### config.mk
export PLATFORM = sky130hd
export DESIGN_NAME = data_ram_arbiter
export DESIGN_NICKNAME = d
export VERILOG_FILES = /design/src/rtl/data_ram_arbiter_pkg.sv /design/src/rtl/data_ram_arbiter_ram_byte_merge.sv /design/src/rtl/data_ram_arbiter.sv
export SDC_FILE = /design/constraint.sdc
export NUM_CORES = 1
export LEC_CHECK = 0
export CORE_ASPECT_RATIO = 1.2
export CORE_MARGIN = 2
export CORE_UTILIZATION = 49
export CTS_CLUSTER_SIZE = 16
export DETAILED_ROUTE_END_ITERATION = 12
export PLACE_DENSITY_LB_ADDON = 0.1
export RECOVER_POWER = 100
export SLEW_MARGIN = 25
export SYNTH_ARGS = -nofsm -noshare
export SYNTH_HDL_FRONTEND = slang
export SYNTH_SLANG_ARGS = --single-unit
### constraint.sdc
create_clock -name i_Clk -period 3.3 [get_ports i_Clk]
set_clock_uncertainty 0.05 [all_clocks]
set_input_delay 0.66 -clock i_Clk [delete_from_list [all_inputs] [get_ports i_Clk]]
set_output_delay 0.66 -clock i_Clk [all_outputs]
set_load 0.005 [all_outputs]
### src/rtl/data_ram_arbiter_pkg.sv
// Shared definitions for the data RAM arbiter: RAM bus widths, strobe levels and FSM state encodings.
package data_ram_arbiter_pkg;

  localparam int RAM_DATA_W = 32;
  localparam int RAM_ADDR_W = 32;
  localparam int BE_W       = RAM_DATA_W / 8;

  localparam logic                  ResetEnable = 1'b1;
  localparam logic                  WriteEnable = 1'b1;
  localparam logic [RAM_DATA_W-1:0] ZeroWord    = '0;

  typedef enum logic [2:0] {
    DRA_IDLE,
    DRA_WR,
    DRA_RD_ADDR,
    DRA_RD_DATA,
    DRA_RMW_ADDR,
    DRA_RMW_MERGE,
    DRA_RMW_WR
  } dra_state_t;

endpackage

### src/rtl/data_ram_arbiter_ram_byte_merge.sv
// Combinational byte-lane merge: each byte comes from new_word when its enable is set, else from old_word.
module ram_byte_merge
  import data_ram_arbiter_pkg::*;
#(
  parameter int DATA_W = RAM_DATA_W
) (
  input  logic [DATA_W-1:0]   old_word,
  input  logic [DATA_W-1:0]   new_word,
  input  logic [DATA_W/8-1:0] be,
  output logic [DATA_W-1:0]   merged
);

  localparam int unsigned LANES = DATA_W / 8;

  always_comb begin
    merged = old_word;
    for (int unsigned i = 0; i < LANES; i++) begin
      if (be[i]) merged[8*i +: 8] = new_word[8*i +: 8];
    end
  end

endmodule

### src/rtl/data_ram_arbiter.sv
// Two-master data RAM arbiter with read-modify-write sequencing for partial stores; all outputs registered.
// Build option: define DATA_RAM_ARB_FIXED_PRIO_EN for fixed m0 priority instead of round-robin.
module data_ram_arbiter
  import data_ram_arbiter_pkg::*;
#(
  parameter int DATA_W = RAM_DATA_W,
  parameter int ADDR_W = RAM_ADDR_W
) (
  input  logic              i_Clk,
  input  logic              i_reset,
  input  logic              i_m0_req,
  input  logic              i_m0_we,
  input  logic [BE_W-1:0]   i_m0_be,
  input  logic [ADDR_W-1:0] i_m0_addr,
  input  logic [DATA_W-1:0] i_m0_wdata,
  input  logic              i_m1_req,
  input  logic              i_m1_we,
  input  logic [BE_W-1:0]   i_m1_be,
  input  logic [ADDR_W-1:0] i_m1_addr,
  input  logic [DATA_W-1:0] i_m1_wdata,
  output logic              o_m0_gnt,
  output logic              o_m1_gnt,
  output logic              o_m0_rvalid,
  output logic              o_m1_rvalid,
  output logic [DATA_W-1:0] o_m0_rdata,
  output logic [DATA_W-1:0] o_m1_rdata,
  output logic              o_ram_we,
  output logic [ADDR_W-1:0] o_ram_w_addr,
  output logic [DATA_W-1:0] o_ram_w_data,
  output logic [ADDR_W-1:0] o_ram_r_addr,
  input  logic [DATA_W-1:0] i_ram_r_data
);

  localparam logic [ADDR_W-1:0] AlignMask = ~ADDR_W'(3);

  dra_state_t        state, state_n;
  logic              cmd_owner, cmd_owner_n;
  logic [BE_W-1:0]   cmd_be, cmd_be_n;
  logic [ADDR_W-1:0] cmd_addr, cmd_addr_n;
  logic [DATA_W-1:0] cmd_wdata, cmd_wdata_n;

  logic              gnt0_n, gnt1_n, rvalid0_n, rvalid1_n, we_n;
  logic [DATA_W-1:0] rdata0_n, rdata1_n, w_data_n, merged;
  logic [ADDR_W-1:0] w_addr_n, r_addr_n;

  logic              pick_m1, win_we;
  logic [BE_W-1:0]   win_be;
  logic [ADDR_W-1:0] win_addr;
  logic [DATA_W-1:0] win_wdata;

`ifdef DATA_RAM_ARB_FIXED_PRIO_EN
  assign pick_m1 = i_m1_req & ~i_m0_req;
`else
  logic prefer_m1, prefer_m1_n;
  assign pick_m1 = i_m1_req & (~i_m0_req | prefer_m1);
`endif

  assign win_we    = pick_m1 ? i_m1_we    : i_m0_we;
  assign win_be    = pick_m1 ? i_m1_be    : i_m0_be;
  assign win_addr  = (pick_m1 ? i_m1_addr : i_m0_addr) & AlignMask;
  assign win_wdata = pick_m1 ? i_m1_wdata : i_m0_wdata;

  ram_byte_merge #(.DATA_W(DATA_W)) u_merge (
    .old_word (i_ram_r_data),
    .new_word (cmd_wdata),
    .be       (cmd_be),
    .merged   (merged)
  );

  always_comb begin
    state_n     = state;
    cmd_owner_n = cmd_owner;
    cmd_be_n    = cmd_be;
    cmd_addr_n  = cmd_addr;
    cmd_wdata_n = cmd_wdata;
    gnt0_n      = 1'b0;
    gnt1_n      = 1'b0;
    rvalid0_n   = 1'b0;
    rvalid1_n   = 1'b0;
    we_n        = 1'b0;
    rdata0_n    = o_m0_rdata;
    rdata1_n    = o_m1_rdata;
    w_addr_n    = o_ram_w_addr;
    w_data_n    = o_ram_w_data;
    r_addr_n    = o_ram_r_addr;
`ifndef DATA_RAM_ARB_FIXED_PRIO_EN
    prefer_m1_n = prefer_m1;
`endif
    case (state)
      DRA_IDLE: begin
        if (i_m0_req || i_m1_req) begin
          cmd_owner_n = pick_m1;
          cmd_be_n    = win_be;
          cmd_addr_n  = win_addr;
          cmd_wdata_n = win_wdata;
          gnt0_n      = ~pick_m1;
          gnt1_n      = pick_m1;
`ifndef DATA_RAM_ARB_FIXED_PRIO_EN
          prefer_m1_n = ~pick_m1;
`endif
          // Zero-enable writes still pass through WR so a held req sees a one-cycle gap
          if (win_we && (win_be == '1 || win_be == '0)) begin
            we_n     = (win_be == '1) ? WriteEnable : 1'b0;
            w_addr_n = (win_be == '1) ? win_addr    : o_ram_w_addr;
            w_data_n = (win_be == '1) ? win_wdata   : o_ram_w_data;
            state_n  = DRA_WR;
          end else begin
            r_addr_n = win_addr;
            state_n  = win_we ? DRA_RMW_ADDR : DRA_RD_ADDR;
          end
        end
      end
      DRA_WR:       state_n = DRA_IDLE;
      DRA_RD_ADDR:  state_n = DRA_RD_DATA;
      DRA_RD_DATA: begin
        rvalid0_n = ~cmd_owner;
        rvalid1_n = cmd_owner;
        if (cmd_owner) rdata1_n = i_ram_r_data;
        else           rdata0_n = i_ram_r_data;
        state_n = DRA_IDLE;
      end
      DRA_RMW_ADDR: state_n = DRA_RMW_MERGE;
      DRA_RMW_MERGE: begin
        we_n     = WriteEnable;
        w_addr_n = cmd_addr;
        w_data_n = merged;
        state_n  = DRA_RMW_WR;
      end
      DRA_RMW_WR:   state_n = DRA_IDLE;
      default:      state_n = DRA_IDLE;
    endcase
  end

  always_ff @(posedge i_Clk) begin
    if (i_reset == ResetEnable) begin
      state        <= DRA_IDLE;
      cmd_owner    <= 1'b0;
      cmd_be       <= '0;
      cmd_addr     <= '0;
      cmd_wdata    <= ZeroWord;
      o_m0_gnt     <= 1'b0;
      o_m1_gnt     <= 1'b0;
      o_m0_rvalid  <= 1'b0;
      o_m1_rvalid  <= 1'b0;
      o_m0_rdata   <= ZeroWord;
      o_m1_rdata   <= ZeroWord;
      o_ram_we     <= 1'b0;
      o_ram_w_addr <= '0;
      o_ram_w_data <= ZeroWord;
      o_ram_r_addr <= '0;
`ifndef DATA_RAM_ARB_FIXED_PRIO_EN
      prefer_m1    <= 1'b0;
`endif
    end else begin
      state        <= state_n;
      cmd_owner    <= cmd_owner_n;
      cmd_be       <= cmd_be_n;
      cmd_addr     <= cmd_addr_n;
      cmd_wdata    <= cmd_wdata_n;
      o_m0_gnt     <= gnt0_n;
      o_m1_gnt     <= gnt1_n;
      o_m0_rvalid  <= rvalid0_n;
      o_m1_rvalid  <= rvalid1_n;
      o_m0_rdata   <= rdata0_n;
      o_m1_rdata   <= rdata1_n;
      o_ram_we     <= we_n;
      o_ram_w_addr <= w_addr_n;
      o_ram_w_data <= w_data_n;
      o_ram_r_addr <= r_addr_n;
`ifndef DATA_RAM_ARB_FIXED_PRIO_EN
      prefer_m1    <= prefer_m1_n;
`endif
    end
  end

endmodule

[After elaboration in Yosys (flattened, before gate mapping)]
Cells that the tools add are included.
Word-level totals
  bits in registers: 234
  input port bits: 174
  output and inout bits: 165
  word-level logic and storage cells: 70
Operators by class
  equal/unequal tests: 8
  muxes and demuxes: 24
  bitwise logic cells: 9
  reduce and logical (&&, ||, !) cells: 13
Operators with widths (count)
  32-bit two-way mux: 8
  32-bit case mux with 2 select lines: 2
  8-bit two-way mux: 4
  3-bit case mux with 4 select lines: 1
  3-bit two-way mux: 3
  1-bit NOT: 7
  3-bit by 2-bit equality test with 1-bit output (second input constant): 2
  3-bit equality test (second input constant): 2
  2-bit inequality test (second input constant): 3
  2-bit AND reduction: 3
  4-bit equality test (second input constant): 1
  4-bit zero test: 1
  1-bit two-way mux: 4
  4-bit two-way mux: 1
  4-bit AND reduction: 1
  3-bit zero test: 1
  3-bit AND reduction: 1
  3-bit OR reduction: 1
  1-bit logical OR: 2
  1-bit case mux with 2 select lines: 1
  2-bit nonzero test: 1
  2-bit OR reduction: 1
  1-bit AND: 1
  1-bit logical AND: 1
  1-bit OR: 1

[Longest topological paths before layout]
  depth in word-level cells: 10
  gate-level depth with buffers: 8
  depth with buffers taken out: 5

[Cells and area by module]
Synthesis repeated with hierarchy kept, for this count alone.
Second synthesis, totals
  cells, all modules: 1058
  area total of the unflattened synthesis: 9868.2 µm²
By module, submodules not included
  data_ram_arbiter: times used 1, cells each 1022, area each 9342.7 µm², sequential area each 4644.5 µm²
  ram_byte_merge: times used 1, cells each 36, area each 525.5 µm², sequential area each 0.0 µm²

[Worst setup path after synthesis]
Ideal clock, no wire load.
  kind: input-to-reg
  from: input port i_m1_req
  to: register o_ram_w_data[11]
  setup time: 122 ps
  data arrival time: 1882 ps
  required time: 3128 ps
  setup slack: 1246 ps
  cell stages on the path: 6
  buffers on the path: 3
  cell sequence: buf_2 > nand2_1 > buf_6 > buf_4 > mux2_2 > a311o_1
On the way
  longest elaborated chain between the ends: 7
  elaborated cells on any way between the ends: 17
  those cells by class: 4 x eq/ne; 7 x mux; 1 x bitwise; 5 x reduce/logical
RTL lines
  start, declared: RTL line data_ram_arbiter.sv:16  | input logic i_m1_req,
  1-bit AND: RTL line data_ram_arbiter.sv:55  | assign pick_m1 = i_m1_req & (~i_m0_req | prefer_m1);
  4-bit two-way mux: RTL line data_ram_arbiter.sv:59  | assign win_be = pick_m1 ? i_m1_be : i_m0_be;
  4-bit equality test / 4-bit zero test (equally long branches): RTL line data_ram_arbiter.sv:102, data_ram_arbiter.sv:105
  1-bit logical OR: RTL line data_ram_arbiter.sv:102  | if (win_we && (win_be == '1 || win_be == '0)) begin
  1-bit logical AND: RTL line data_ram_arbiter.sv:102
  2-bit inequality test (no source line)
  4-bit AND reduction (no source line)
  end signal, assigned: RTL line data_ram_arbiter.sv:149  | o_ram_w_data <= ZeroWord;
  end signal, assigned: RTL line data_ram_arbiter.sv:168  | o_ram_w_data <= w_data_n;
  end, declared: RTL line data_ram_arbiter.sv:29  | output logic [DATA_W-1:0] o_ram_w_data,
Parallel ways exist; a longest one is shown, timed or not. The select of a mux whose other input is x is not followed.
A chain may end at the register's enable or synchronous reset.

[Final worst setup path]
  from: input port i_m0_req
  to: register o_ram_w_data[27]
On the way
  longest elaborated chain between the ends: 9
  elaborated cells on any way between the ends: 19
  those cells by class: 4 x eq/ne; 7 x mux; 3 x bitwise; 5 x reduce/logical
RTL lines
  start, declared: RTL line data_ram_arbiter.sv:11  | input logic i_m0_req,
  1-bit NOT: RTL line data_ram_arbiter.sv:55
  1-bit OR: RTL line data_ram_arbiter.sv:55
  1-bit AND: RTL line data_ram_arbiter.sv:55
  4-bit two-way mux: RTL line data_ram_arbiter.sv:59
  4-bit equality test / 4-bit zero test (equally long branches): RTL line data_ram_arbiter.sv:102, data_ram_arbiter.sv:105
  1-bit logical OR: RTL line data_ram_arbiter.sv:102
  1-bit logical AND: RTL line data_ram_arbiter.sv:102
  2-bit inequality test (no source line)
  4-bit AND reduction (no source line)
Parallel ways exist; a longest one is shown, timed or not. The select of a mux whose other input is x is not followed.

==> results.json <==
{
  "hold_violations": 0,
  "slew_headroom_pct": -3.11,
  "wl_um": 28200,
  "stdcell_area_mm2": 0.0139,
  "min_period_ns": 2.72,
  "viasPerCell": 5.44,
  "clock_latency_ns": 0.51,
  "vias": 8863,
  "crit_type": "in2reg",
  "crit_fanout": 45,
  "yosys_warnings": 0,
  "finalSetupViolations": 0,
  "ir_worst_vdd_v": 0.000462,
  "rows": 57,
  "nets": 1520,
  "startpoint": "i_m0_req",
  "hold_path.class": "reg2reg",
  "max_cap_violations": 1,
  "ys_ff_latch": 232,
  "drtAntennaViolNets": 0,
  "yosysTopAreaCell": "dfxtp_1",
  "core-area_mm2": 0.0201,
  "dp_worst_setup_slack_ns": 0.334,
  "grt_max_degree": 67,
  "pin_count": 339,
  "instances_no_fill": 1630,
  "tightest_slew_ns": 1.55,
  "hp-start": "o_m1_rdata[24]",
  "fin_crit_sh_pct": 82.4,
  "gr-usage-all-layers_pct": 25.4,
  "drc_errors": 0,
  "yosys-top-cells-area": "dfxtp_1, mux2i_1, nand2_1, a21oi_1, a211oi_2",
  "wl_per_cell_um": 17.3,
  "place_area_mm2": 0.0133,
  "cts_tree": "built",
  "yosysSeqAreaShare_pct": 46.5,
  "ys.flop_type": "dfxtp_1",
  "failed_checks": "max-capacitance violations, max-slew violations",
  "syn2layout_area_growth_pct": 39.7,
  "start_util_pct": 49.6,
  "power_mw": 7.77,
  "postCtsHoldBufs": 0,
  "worst_slack_ns": 0.581,
  "io_buffer_count": 330,
  "cp.arrival_ns": 3.07,
  "final_core_util_pct": 69.3,
  "start_kind": "input pin",
  "synth_area_per_cell_um2": 9.32,
  "first_global_vias": 8548,
  "post_cts_buffers": 0,
  "dpl.hpwl_um": 19400,
  "grt_pass1_wl_um": 44700,
  "run_status": "finished with violations",
  "first_iter_violations": 399,
  "cts_buffer_depth": 3,
  "final_max_slew_viol_count": 34,
  "rsz0062_at_grt": "false",
  "dr.pass1.iters": 5,
  "clock-sinks": 232,
  "die_h_um": 160,
  "dp_cells": 1585,
  "grt-ovfl-total": 0,
  "clock-root-buffer": "clkbuf_16",
  "p_leak_nw": 5.57,
  "p_per_area_mw_per_mm2": 557,
  "synth_edf_count": 0,
  "cp.required_ns": 3.65,
  "async_reset_ff_share_pct": 0,
  "antenna_found_initial": 1,
  "chipWidth_um": 134,
  "cts_max_level": 1,
  "gp_congestion": 0.808,
  "netlist_area_mm2": 0.00998,
  "drive_gt1_share_pct": 7.55,
  "holdWs_ns": 0.399,
  "synth_cell_type_count": 47,
  "path_clk_slew_ns": 0.06,
  "final.setup.tns_ns": 0,
  "ctsResizeCount": 0,
  "timing.rr.start": "prefer_m1",
  "die_area_mm2": 0.0215,
  "synthCells": 1071,
  "max_freq_ghz": 0.368,
  "critPathCaptureType": "flop",
  "cts-buffers-inserted": 24,
  "synth_top_area_share_pct": 46.5
}
-- final timing paths --
check	slack [ns]	end	cells past startpoint
max	0.58	o_ram_w_data[27]	8
min	0.40	o_m1_rdata[24]	2
max reg2reg	0.82	o_ram_w_data[27]	7
min reg2reg	0.40	o_m1_rdata[24]	2
-- synthesized netlist by cell type (3+ instances only) --
cell and instances:
mux2_2 12, nor4b_1 5, buf_6 9, a211oi_2 30, clkbuf_1 44, a21oi_1 116
a2bb2oi_1 30, buf_4 13, nand2_1 169, o21a_1 15, nor3_1 20, mux2_1 3
buf_1 8, nor4b_2 10, a221oi_2 15, nand3_1 38, a311o_1 15, a311oi_1 4
nor2_1 92, mux2i_1 80, a211oi_1 48, dfxtp_1 232, buf_2 33
-- cell type report --
cell class | count | area [um2]
flip-flops and latches | 232 | 4640
fillers | 1661 | 6170
repair buffers | 353 | 3520
inverters | 2 | 7.51
well taps | 265 | 332
clock buffers | 35 | 713
clock inverters | 9 | 119
diodes | 1 | 2.50
multi-input cells | 733 | 4610
-- cells in the final DEF (no fill, tap or decap), drive strengths merged, types with 2 or more instances in the layout --
cell | netlist | layout
a21oi | 117 | 117
buf | 63 | 17
nor2 | 94 | 94
and2 | 2 | 2
dfxtp | 232 | 232
bufinv | 0 | 2
clkdlybuf4s50 | 0 | 167
dlygate4sd3 | 0 | 162
inv | 2 | 3
a311oi | 4 | 4
nor4b | 15 | 15
a221oi | 16 | 16
o21a | 15 | 15
conb | 1 | 4
nand4 | 2 | 2
nand2 | 169 | 169
nand3 | 38 | 38
o21ai | 3 | 3
o22a | 2 | 2
clkbuf | 44 | 42
a311o | 15 | 15
clkinvlp | 0 | 2
or4 | 2 | 2
mux2i | 80 | 80
mux2 | 15 | 15
nor3 | 21 | 21
nor2b | 2 | 2
a211oi | 78 | 78
clkinv | 0 | 4
a2bb2oi | 30 | 30
-- critical path: stages --
cell,delay [ns]
clkdlybuf4s50_1,0.54
nand2b_2,0.14
nand2_4,0.12
clkbuf_1,0.61
a32o_1,0.33
buf_12,0.24
nor4b_1,0.08
a311o_1,0.32
-- logic make-up after synthesis --
logic type             share of synthesized area (%)
buffers and inverters                           5.68
multiplexers                                    9.72
other                                         0.0376
AO/OA/AOI/OAI                                   22.1
flip-flops                                      46.5
AND/OR/NAND/NOR                                 15.9
-- power breakdown --
part	internal [mW]	switching, mW
clock network	1.67	1.13
registers	3.11	0.213
logic	0.804	0.840
-- layer usage --
metal  GRT usage, %  vias to the layer above  routed length (um)
li1               -                     4384                   -
met1           30.9                     4150               11400
met2           44.2                      279               13800
met3           5.78                       50                2130
met4           8.04                        0                 840
met5              0                        -                   0
-- flip-flops by register name, summed over array words and instances, names as in the netlist --
name          cells
o_m0_rdata       32
o_ram_w_data     32
prefer_m1         1
o_m1_gnt          1
cmd_wdata        32
o_ram_we          1
cmd_owner         1
o_m1_rvalid       1
o_m1_rdata       32
o_ram_r_addr     30
cmd_be            4
o_m0_rvalid       1
cmd_addr         30
o_m0_gnt          1
state             3
o_ram_w_addr     30
(Power assumes the default switching activity.)
==> RTL edit 1: new RTL, same flow settings <==
The 7 states of `dra_state_t` get a Gray code encoding in 3 bits.
--- a/src/rtl/data_ram_arbiter_pkg.sv
+++ b/src/rtl/data_ram_arbiter_pkg.sv
@@ -12,9 +12,9 @@
   typedef enum logic [2:0] {
-    DRA_IDLE,
-    DRA_WR,
-    DRA_RD_ADDR,
-    DRA_RD_DATA,
-    DRA_RMW_ADDR,
-    DRA_RMW_MERGE,
-    DRA_RMW_WR
+    DRA_IDLE      = 3'b000,
+    DRA_WR        = 3'b001,
+    DRA_RD_ADDR   = 3'b011,
+    DRA_RD_DATA   = 3'b010,
+    DRA_RMW_ADDR  = 3'b110,
+    DRA_RMW_MERGE = 3'b111,
+    DRA_RMW_WR    = 3'b101
   } dra_state_t;
Function: same outputs for any inputs over 4 cycles, from zero or initial values and one cycle with i_reset high; so few cycles prove little.
==> RTL edit 1 against the unedited design <==
Area after synthesis fell by 2.0%. Worst setup slack got worse by 0.13 ns. Routed wire length grew 2.7%. Final area is 0.44% lower. Critical path depth decreased by 2. Sequential cell count stayed put. Via count rose by 1.7%. Synthesized cell count about the same. Power down 3.3%. Die area fell by 2.0%.
==> RTL edit 1: results (changes against the unedited design) <==
** Timing
- The relative max-transition margin was 0.216 (+0.247).
- The worst hold margin is 0.333 ns (-0.0663 ns).

** Place
- Dpl cell area :: 0.0131 mm² (-1.6%)
- The placed cell count came to 1563 (-1.4%).
- Hpwl dp :: 19500 µm (+0.21%)
- The setup slack after placement was 0.372 ns (+0.0376 ns).

** Pwr
- The power per cell area is 541 mW/mm² (-2.9%).
- The net switching fraction of the power is 0.277 (-0.00376).
- The maximum ir drop on the vdd rail is 362 µV (-22%).

** Finish
- Signed area change from the synthesized netlist to the final layout :: 42.0%
- Cell class ranked first by area :: multi-input gates
- The layout multi-input combinational cell count came to 726 (-0.95%).
- The number of clock-tree buffers in the layout was 37 (+5.7%).
- Net total in the final layout :: 1502 (-1.2%)
- The portion of the layout cell area used by non-clock buffers came to 0.250 (-0.00186).
- Share of final-layout standard cells stronger than drive strength 1 :: 0.0506 (-0.0249)

** Setup path
- The largest stage delay on the critical path was 0.70 ns (+0.09 ns).
- Crit path launch :: i_m1_req
- In this run the critical register-to-register path is captured at o_ram_w_data[5].
- The length in cells of the worst reg-to-reg path was 5 (-2).
- Cell with the biggest individual delay on the critical path :: dlygate4sd3_1

** Synth
- After synthesis, the cell types taking the most area are dfxtp_1, mux2i_1, nand2_1, a211oi_1, a21oi_1.
- The fraction of the yosys area taken by sequential cells is 0.475 (+0.00971).
- Most common library cells after synthesis :: dfxtp_1, nand2_1, a21oi_1
- The gate count of the mapped netlist came to 1070 (-0.093%).
- The unique cell type count in the Yosys netlist is 42 (-11%).

** Routing
- The routed length per instance is 18.0 µm (+4.3%).
- Wire length on met3 :: 2330 µm (+9.4%)
- Drt pass-1 iters :: 4 (-1)

** Global routing
- The met2 capacity usage during global routing is 0.446 (+0.00334).
- Number of global-route vias before repair :: 8460 (-1.0%)

** Status
- The run finished with clean final reports.

** Worst hold path
- Hold path endpoint :: o_ram_r_addr[29]
- The worst hold path belongs to the class in2reg.
[RTL edit 1: cell count changes after synthesis, sizes merged, moves of 19 or more]
cell	change
nand4b	+47
o311ai	+47
nand3	-33
a2bb2oi	-30
clkbuf	+30
nand3b	+30
buf	-23
a21oi	-19
[RTL edit 1: cells by family after synthesis]
logic type	Yosys count	share of synthesized area
AO/OA/AOI/OAI	248	0.181
other	1	0.000384
multiplexers	94	0.0982
flip-flops	232	0.475
buffers and inverters	115	0.0518
AND/OR/NAND/NOR	380	0.194
[RTL edit 1: power groups by stage]
stage	Combinational [mW]	Sequential (mW)	Clock (mW)
4_1_cts	1.65	3.32	2.68
2_1_floorplan	0.943	3.32	0
6_report	1.57	3.32	2.63
5_1_grt	1.73	3.36	2.79
3_5_place_dp	1.63	3.38	0
3_3_place_gp	1.60	3.37	0
[RTL edit 1: worst reg2reg max path: cells and delay by family (launching register included)]
family	cells	cell delay (ns)
flops	1	0.53
compound gates	2	0.83
simple gates	3	0.95
==> RTL edit 2: new RTL, same settings <==
Without the edit above. Build with the macro `DATA_RAM_ARB_FIXED_PRIO_EN` defined.
--- a/src/rtl/data_ram_arbiter.sv
+++ b/src/rtl/data_ram_arbiter.sv
@@ -2,2 +2,4 @@
 // Build option: define DATA_RAM_ARB_FIXED_PRIO_EN for fixed m0 priority instead of round-robin.
+`define DATA_RAM_ARB_FIXED_PRIO_EN
+
 module data_ram_arbiter
Behaviour: not the same (a bounded check fails within 4 cycles, from zero or initial values and one cycle with i_reset high).
==> RTL edit 2 against the unedited design <==
Count of clock-buffer cells in the layout fell by 3. Routed wire length rose by 6.9%. Power fell by 6.7%. Global-route usage rose by 1.8 points. Area after synthesis fell by 0.85%. Critical endpoint is now o_ram_r_addr[5]. Final area rose by 0.51%. Non-clock buffer count rose by 3. Worst hold slack improved by 0.0010 ns. Sequential cell count fell by 1. The run still ends with max-capacitance violations, max-slew violations left. Worst setup slack got worse by 0.16 ns.
==> RTL edit 2: results (changes against the unedited design) <==
** Timing
- The worst hold margin came to 0.400 ns (+0.00104 ns).
- Max-Slew Margin vs Limit :: -0.0712 (-0.0402)
- Final Max Tran Viols :: 67 (+97%)

** Global routing
- GRT Overall Usage :: 0.272 (+0.0184)
- The via count of the first global-routing pass came to 8797 (+2.9%).
- Largest net degree at the start of global routing :: 117 (+75%)
- Number of antenna violations at the first check in global routing :: 2 (+1)
- Global-route wire length before repair :: 47500 µm (+6.1%)

** Status
- The final reports fail on max-capacitance violations, max-slew violations.
- The flow ran to the end, but the final reports show violations.

** Routing
- Via count :: 9183 (+3.6%)
- Wire length on met2 :: 15200 µm (+9.8%)
- The iteration count of the initial detailed-routing pass was 4 (-1).
- The total routed wirelength was 30100 µm (+6.9%).
- Drt initial violations :: 513 (+29%)
- Routed met1 length :: 12100 µm (+6.7%)
- In this run the top signal layer used is met5.
- The met3 wire length is 1920 µm (-9.8%).

** Place
- Placed Instances :: 1593 (+0.50%)
- Weighted congestion at the end of routability-driven global placement :: 0.866 (+7.1%)
- Hpwl dp :: 21000 µm (+7.8%)
- Port Buffers :: 330 (unchanged)

** Setup path
- The maximum fanout along the worst path came to 30 (-33%).
- The register-to-register setup slack is 0.71 ns (-0.11 ns).
- The most critical setup path has its startpoint at i_m1_req.
- The length in cells of the worst reg-to-reg path came to 5 (-2).
- The startpoint identified for the worst register-to-register timing path is state[2].
- Last element of the critical path :: o_ram_r_addr[5]

** Clocking
- Num CTS Buffers :: 23 (-4.2%)
- Setup repair bufs after CTS :: 0 (unchanged)

** Finish
- The total number of nets in the final design was 1531 (+0.72%).
- Share of final-layout standard cells stronger than drive strength 1 :: 0.0649 (-0.0106)
- Fin cells :: 1633 (+0.18%)

** Synth
- Biggest area contributors in the synthesized netlist :: dfxtp_1, mux2i_1, a211oi_1, nand2_1, nand3b_1
- Unique cell type count in the Yosys netlist :: 44 (-6.4%)
- Most common library cells after synthesis :: dfxtp_1, nand2_1, nor2_1
- Number of instances in the synthesized netlist :: 1085 (+1.3%)
- Proportion of synthesized chip area in sequential cells :: 0.467 (+0.00198)

** Pwr
- Max rail drop VDD :: 386 µV (-16%)
- The leakage power of the design is 5.72 nW (+2.6%).

** Run
- Max-capacitance violation count :: 2 (+1)
==> RTL edit 2: where the power goes <==
group,total (mW),switching (mW),internal [mW]
registers,3.25,0.186,3.06
logic,1.37,0.689,0.678
clock network,2.64,1.05,1.58
==> RTL edit 2: critical path, stage by stage <==
cell and delay (ns):
dlygate4sd3_1 0.60, nand2b_2 0.13, clkbuf_1 0.58, a211o_1 0.51
and3_4 0.54, a211oi_1 0.14
==> RTL edit 2: kinds of logic (layout without fill, tap and decap cells) <==
logic type             after synthesis  after routing  share of synthesized area
buffers and inverters              114            397                     0.0530
muxes                               98             98                      0.102
and+or+nand+nor                    365            365                      0.178
other                                1              5                   0.000379
AOI/OAI and AO/OA                  276            276                      0.200
DFF                                231            231                      0.467
==> RTL edit 2: area by class of cell <==
| cell class | instances | area, µm² |
|---|---|---|
| clock buffer | 32 | 679 |
| clock inverter | 7 | 85.1 |
| sequential | 231 | 4620 |
| timing repair buffer | 356 | 3510 |
| fill | 1594 | 5670 |
| inverter | 2 | 7.51 |
| tap | 261 | 327 |
| multi-input combinational | 743 | 4780 |
| antenna | 1 | 2.50 |
==> RTL edit 2: routing by layer <==
layer / GRT usage / up-vias
li1: - / 4474
met1: 0.338 / 4324
met2: 0.476 / 324
met3: 0.0470 / 59
met4: 0.0875 / 2
met5: 0 / -
==> RTL edit 2: worst min-delay path by stage <==
stage | start | end | cells past startpoint
6_report | o_m0_rdata[6] | o_m0_rdata[6] | 2
4_1_cts | o_m1_rdata[21] | o_m1_rdata[21] | 2
5_1_grt | o_m0_rdata[0] | o_m0_rdata[0] | 2
3_5_place_dp | o_m1_rdata[21] | o_m1_rdata[21] | 2
2_1_floorplan | o_m0_rdata[0] | o_m0_rdata[0] | 2
3_3_place_gp | o_m0_rdata[6] | o_m0_rdata[6] | 2
==> RTL edit 2: per-stage QoR <==
step                      instance area [µm²]  setup WS, ns   util  total power [mW]
after floorplan                          9910          1.09      -              4.09
after global routing                    14000         0.310  0.712              7.58
final                                   14000         0.423  0.712              7.25
after detailed placement                13300         0.226  0.676              4.73
after global placement                  13300         0.300  0.676              4.69
after CTS                               14100         0.747  0.714              7.35
